<file path="config.mk">
export PLATFORM = sky130hd
export DESIGN_NAME = nes_palette_ram_wr_flat
export DESIGN_NICKNAME = d
export VERILOG_FILES = /design/src/rtl/nes_palette_ram_wr_if.sv /design/src/rtl/nes_palette_ram_wr.sv /design/src/flat_wrapper.sv
export SDC_FILE = /design/constraint.sdc
export NUM_CORES = 1
export LEC_CHECK = 0
export CORE_UTILIZATION = 45
export CTS_CLUSTER_DIAMETER = 60
export CTS_CLUSTER_SIZE = 30
export DETAILED_ROUTE_END_ITERATION = 10
export GPL_TIMING_DRIVEN = 0
export PLACE_DENSITY = 0.64
export SLEW_MARGIN = 5
export SYNTH_ARGS = -nofsm -noshare
export SYNTH_HDL_FRONTEND = slang
export SYNTH_SLANG_ARGS = --single-unit
</file>
<file path="constraint.sdc">
create_clock -name clk -period 5.95 [get_ports clk]
set_input_delay 0.8925 -clock clk [delete_from_list [all_inputs] [get_ports clk]]
set_output_delay 0.8925 -clock clk [all_outputs]
set_load 0.05 [all_outputs]
</file>
<file path="src/rtl/nes_palette_ram_wr_if.sv">
// CPU register bus and render read port of the writable NES palette, plus FSM/address debug taps.
// Handshake: cpu_we/cpu_rd are single-cycle strobes that are always accepted (no ready);
// rd_addr is sampled every clock and its result appears on rd_dout one clock later.
interface nes_palette_ram_wr_if;
  logic        cpu_we;
  logic        cpu_rd;
  logic [2:0]  cpu_sel;
  logic [7:0]  cpu_din;
  logic [4:0]  rd_addr;
  logic [7:0]  rd_dout;
  logic        init_busy;
  logic        dbg_state;   // 0 = INIT, 1 = RUN
  logic [13:0] dbg_vaddr;

  modport master (
    output cpu_we, cpu_rd, cpu_sel, cpu_din, rd_addr,
    input  rd_dout, init_busy, dbg_state, dbg_vaddr
  );

  modport slave (
    input  cpu_we, cpu_rd, cpu_sel, cpu_din, rd_addr,
    output rd_dout, init_busy, dbg_state, dbg_vaddr
  );
endinterface

</file>
<file path="src/rtl/nes_palette_ram_wr.sv">
// Writable 32x6 NES palette loaded through PPUCTRL/PPUSTATUS/PPUADDR/PPUDATA, cleared after reset.
// Optional macro PALETTE_MIRROR_EN folds indices $10/$14/$18/$1C onto $00/$04/$08/$0C.
module nes_palette_ram_wr #(
  parameter logic [7:0] INIT_COLOR = 8'h0F
) (
  input  logic                 clk,
  input  logic                 rst_n,
  nes_palette_ram_wr_if.slave  bus
);

  typedef enum logic {
    ST_INIT = 1'b0,
    ST_RUN  = 1'b1
  } state_e;

  state_e      state_q;
  logic [4:0]  cnt_q;
  logic        busy_q;
  logic [13:0] vaddr_q;
  logic        w_latch_q;
  logic        inc32_q;
  logic [7:0]  rd_dout_q;
  logic [5:0]  mem_q [32];

  logic        run;
  logic        wr_strobe;
  logic        rd_strobe;
  logic        pal_wr;
  logic        mem_we;
  logic [4:0]  mem_waddr;
  logic [5:0]  mem_wdata;
  logic [13:0] vaddr_step;

  function automatic logic [4:0] mirror_idx(input logic [4:0] a);
`ifdef PALETTE_MIRROR_EN
    mirror_idx = (a[4] && (a[1:0] == 2'b00)) ? {1'b0, a[3:0]} : a;
`else
    mirror_idx = a;
`endif
  endfunction

  // CPU strobes only take effect once the clear sequence has finished.
  always_comb begin
    run        = (state_q == ST_RUN);
    wr_strobe  = run && bus.cpu_we;
    rd_strobe  = run && bus.cpu_rd && !bus.cpu_we;
    pal_wr     = wr_strobe && (bus.cpu_sel == 3'd7) && (vaddr_q[13:8] == 6'h3F);
    mem_we     = !run || pal_wr;
    mem_waddr  = run ? mirror_idx(vaddr_q[4:0]) : cnt_q;
    mem_wdata  = run ? bus.cpu_din[5:0] : INIT_COLOR[5:0];
    vaddr_step = inc32_q ? 14'd32 : 14'd1;
  end

  always_ff @(posedge clk or negedge rst_n) begin
    if (!rst_n) begin
      state_q   <= ST_INIT;
      cnt_q     <= 5'd0;
      busy_q    <= 1'b1;
      vaddr_q   <= 14'd0;
      w_latch_q <= 1'b0;
      inc32_q   <= 1'b0;
    end else begin
      case (state_q)
        ST_INIT: begin
          cnt_q <= cnt_q + 5'd1;
          if (cnt_q == 5'd31) begin
            busy_q  <= 1'b0;
            state_q <= ST_RUN;
          end
        end
        ST_RUN: begin
          if (wr_strobe) begin
            case (bus.cpu_sel)
              3'd0: inc32_q <= bus.cpu_din[2];
              3'd6: begin
                if (!w_latch_q) begin
                  vaddr_q[13:8] <= bus.cpu_din[5:0];
                  w_latch_q     <= 1'b1;
                end else begin
                  vaddr_q[7:0]  <= bus.cpu_din;
                  w_latch_q     <= 1'b0;
                end
              end
              3'd7:    vaddr_q <= vaddr_q + vaddr_step;
              default: ;
            endcase
          end else if (rd_strobe && (bus.cpu_sel == 3'd2)) begin
            w_latch_q <= 1'b0;
          end
        end
        default: state_q <= ST_INIT;
      endcase
    end
  end

  // Storage is not reset; the INIT walk clears it.
  always_ff @(posedge clk) begin
    if (mem_we) mem_q[mem_waddr] <= mem_wdata;
  end

  // Non-blocking read of the array gives read-before-write on a same-entry collision.
  always_ff @(posedge clk or negedge rst_n) begin
    if (!rst_n) rd_dout_q <= 8'h00;
    else        rd_dout_q <= {2'b00, mem_q[mirror_idx(bus.rd_addr)]};
  end

  assign bus.rd_dout   = rd_dout_q;
  assign bus.init_busy = busy_q;
  assign bus.dbg_state = state_q;
  assign bus.dbg_vaddr = vaddr_q;

endmodule

</file>
<file path="src/flat_wrapper.sv">
// flat-port wrapper written by rule: the top's interface ports become plain ports
module nes_palette_ram_wr_flat 
#(
  parameter logic [7:0] INIT_COLOR = 8'h0F
)
  (clk, rst_n, bus_cpu_we, bus_cpu_rd, bus_cpu_sel, bus_cpu_din, bus_rd_addr, bus_rd_dout, bus_init_busy, bus_dbg_state, bus_dbg_vaddr);
  nes_palette_ram_wr_if bus_i ();
  input  logic clk;
  input  logic rst_n;
  input wire logic [$bits(bus_i.cpu_we)-1:0] bus_cpu_we;
  input wire logic [$bits(bus_i.cpu_rd)-1:0] bus_cpu_rd;
  input wire logic [$bits(bus_i.cpu_sel)-1:0] bus_cpu_sel;
  input wire logic [$bits(bus_i.cpu_din)-1:0] bus_cpu_din;
  input wire logic [$bits(bus_i.rd_addr)-1:0] bus_rd_addr;
  output wire logic [$bits(bus_i.rd_dout)-1:0] bus_rd_dout;
  output wire logic [$bits(bus_i.init_busy)-1:0] bus_init_busy;
  output wire logic [$bits(bus_i.dbg_state)-1:0] bus_dbg_state;
  output wire logic [$bits(bus_i.dbg_vaddr)-1:0] bus_dbg_vaddr;
  assign bus_i.cpu_we = bus_cpu_we;
  assign bus_i.cpu_rd = bus_cpu_rd;
  assign bus_i.cpu_sel = bus_cpu_sel;
  assign bus_i.cpu_din = bus_cpu_din;
  assign bus_i.rd_addr = bus_rd_addr;
  assign bus_rd_dout = bus_i.rd_dout;
  assign bus_init_busy = bus_i.init_busy;
  assign bus_dbg_state = bus_i.dbg_state;
  assign bus_dbg_vaddr = bus_i.dbg_vaddr;
  nes_palette_ram_wr #(.INIT_COLOR(INIT_COLOR)) u_core (.clk(clk), .rst_n(rst_n), .bus(bus_i));
endmodule
</file>
==> impl_metrics.toml <==
[status]
status = "finished, final reports clean"

[synth]
yosysSeqAreaShare_pct = 70.8
ys_types = 48
async_reset_ff_share_pct = 13.1
synth_warnings = 0
synth-edff-count = 192
yosys_register_bits = 221
syn_area_per_cell_um2 = 18.3
synth_cells = 502
yosys_most_used_dff = "edfxtp_1"
syn_area_mm2 = 0.00917

[setup_path]
cp.required_ns = 6.04
arrival_ns = 3.64
cp_max_fo = 10
worst_setup_path_start_kind = "primary input"
crit_type = "primary input to register"
end_kind = "register"

[grt]
grt_pass1_wl_um = 29300
grt_max_degree = 33
grt.total_usage_pct = 19.2
grt-ovfl-total = 0
antenna_found_initial = 0
grt_pass1_vias = 4935

[detailed_routing]
post_drt_wl_per_cell_um = 22.8
firstDrtPassIters = 5
finalWirelength_um = 19000
dr_total_vias = 4983
viasPerCell = 5.97
drc = 0
postRouteAntennaNets = 0
drt-initial-drc-count = 506

[floorplanning]
num_io_pins = 44
start_util_pct = 46.5
fp.dieH_um = 145
die_area_mm2 = 0.0209
die_x_um = 145
coreArea_mm2 = 0.0197
floorplan.rows = 51

[sta]
finalSetupViolations = 0
period_minus_slack_ns = 3.55
worst_slew_pin_slew_ns = 1.27
relSlewSlack_pct = 15.3
skew_ns = 0.0286
max_freq_mhz = 282
fin_ws_ns = 2.40
grt_setup_unrepaired = "no"
finalCritPeriodShare_pct = 59.7
final.setup.tns_ns = 0
slew_viol_final = 0
final_hold_viol_count = 0

[flow_run]
cap_violations = 0

[finish]
num-fill-cells = 1556
nNetsFinal = 585
insertedDiodeCount = 0
most-common-layout-cells = "edfxtp_1 (192), mux4_2 (60), nor3_1 (40)"
drive_gt1_share_pct = 19.3
final_common_cell = "edfxtp_1"
area_growth_pct = 14.2

[placement]
port_buffers = 37
gp_congestion = 0.963
dp_slack_ns = 1.95
hpwl_um = 12700

[clock_tree]
hold_buffers = 0
clock-sinks = 221
clkLatencyLatePin_ns = 0.49
clockBufferDepth = 3
ctsRootBufferMaster = "clkbuf_16"
cts_tree = "yes"
clk_pin_slew_ns = 0.09
cts_resized = 0
htree_levels = 1
cts_made_buffers = 17
cts_setup_buffers = 0

[pwr]
leakage_nw = 3.38
power_density_mw_per_mm2 = 324
worst_ir_drop_vdd_mv = 0.195

[hold_path]
min_path_type = "primary input to async pin"
[metrics by stage]
stage	hold WS (ns)	cells	instance area [µm²]	utilization [%]	power (mW)
final	0.467	835	10500	53.1	3.40
after detailed placement	0.473	805	9870	50.0	2.21
after global placement	0.473	805	9870	50.1	2.21
after floorplan	0.478	503	9170	-	2.06
after CTS	0.476	834	10500	53.0	3.42
after global routing	0.500	835	10500	53.1	3.50
[metal layers]
layer | vias to the layer above | share of wire (%) | global-route usage [%]
li1 | 2186 | - | -
met1 | 2567 | 44 | 28.6
met2 | 206 | 47 | 30.4
met3 | 24 | 7.0 | 2.70
met4 | 0 | 1.4 | 4.04
met5 | - | 0 | 0
[power by group]
part	internal, mW	total [mW]	switching, mW
sequential	1.71	1.75	0.0384
combinational	0.150	0.432	0.282
clock	0.643	1.21	0.569
total	2.51	3.40	0.889
[registers in the layout (all words and copies together) (netlist names)]
name / flops
u_core.cnt_q: 5
u_core.bus.dbg_vaddr: 14
u_core.w_latch_q: 1
u_core.bus.rd_dout: 6
u_core.bus.init_busy: 1
u_core.bus.dbg_state: 1
u_core.inc32_q: 1
u_core.mem_q: 192
[area by class of cell]
type	count	area [µm²]	area share (%)
sequential	221	6490	62.0
multi-input combinational	246	2510	24.0
clock buffer	18	429	4.10
timing repair buffer	38	377	3.60
tap	265	332	3.17
clock inverter	11	164	1.57
buffer	29	141	1.35
inverter	7	26.3	0.251
[kinds of logic (layout without fill, tap and decap cells)]
kind of cell	count (synthesis)	in the layout	share of synthesized area (%)
DFF	221	221	70.8
adders and majority gates	5	5	0.683
xor gates and xnor gates	3	3	0.287
buffers and inverters	36	103	1.83
and+or+nand+nor	120	120	6.81
muxes	72	72	16.2
other	1	2	0.0409
AOI/OAI and AO/OA	44	44	3.34
[path summary, 6_finish.rpt]
check                                     start  slack (ns)                      end  cells past startpoint
max                              bus_cpu_sel[2]        2.40      u_core.mem_q[24][4]                      6
min                                       rst_n        0.47          u_core.cnt_q[2]                      1
max reg2reg                u_core.bus.dbg_state        2.85      u_core.mem_q[24][4]                      6
min reg2reg                u_core.bus.init_busy        0.49     u_core.bus.init_busy                      1
max in group asynchronous                 rst_n        4.97  u_core.bus.dbg_vaddr[0]                      1
min in group clk           u_core.bus.init_busy        0.49     u_core.bus.init_busy                      1
[synth_stat cells (2+ instances only)]
master | count | area (µm²)
buf_2 | 2 | 10.0
mux2i_1 | 3 | 30.0
mux2_2 | 9 | 101
ha_1 | 5 | 62.6
a21oi_1 | 6 | 30.0
a31oi_1 | 8 | 50.1
mux4_2 | 60 | 1350
dfrtp_1 | 28 | 701
and3_1 | 8 | 50.1
o32a_1 | 2 | 20.0
a21boi_0 | 2 | 15.0
nor4_1 | 8 | 50.1
buf_6 | 3 | 33.8
clkbuf_1 | 18 | 67.6
inv_1 | 7 | 26.3
xnor2_1 | 3 | 26.3
and2_1 | 2 | 12.5
nand3_1 | 10 | 50.1
a31o_2 | 2 | 17.5
and4_1 | 2 | 17.5
nor3b_1 | 3 | 22.5
nor3_1 | 40 | 200
nor2_1 | 18 | 67.6
nand2_1 | 12 | 45.0
o21ai_0 | 7 | 35.0
edfxtp_1 | 192 | 5770
nand4_1 | 7 | 43.8
buf_1 | 4 | 15.0
buf_4 | 2 | 15.0
nand2b_1 | 6 | 37.5
nor2b_1 | 2 | 12.5
a311oi_1 | 3 | 26.3
o21bai_1 | 3 | 22.5
[worst max-delay path: stages]
cell and delay (ns):
clkdlybuf4s50_1 0.58, and4_1 0.28, and3_1 0.24, a31oi_1 0.35
clkbuf_1 0.38, nor3_1 0.90
Power figures use the tool's default switching activity.
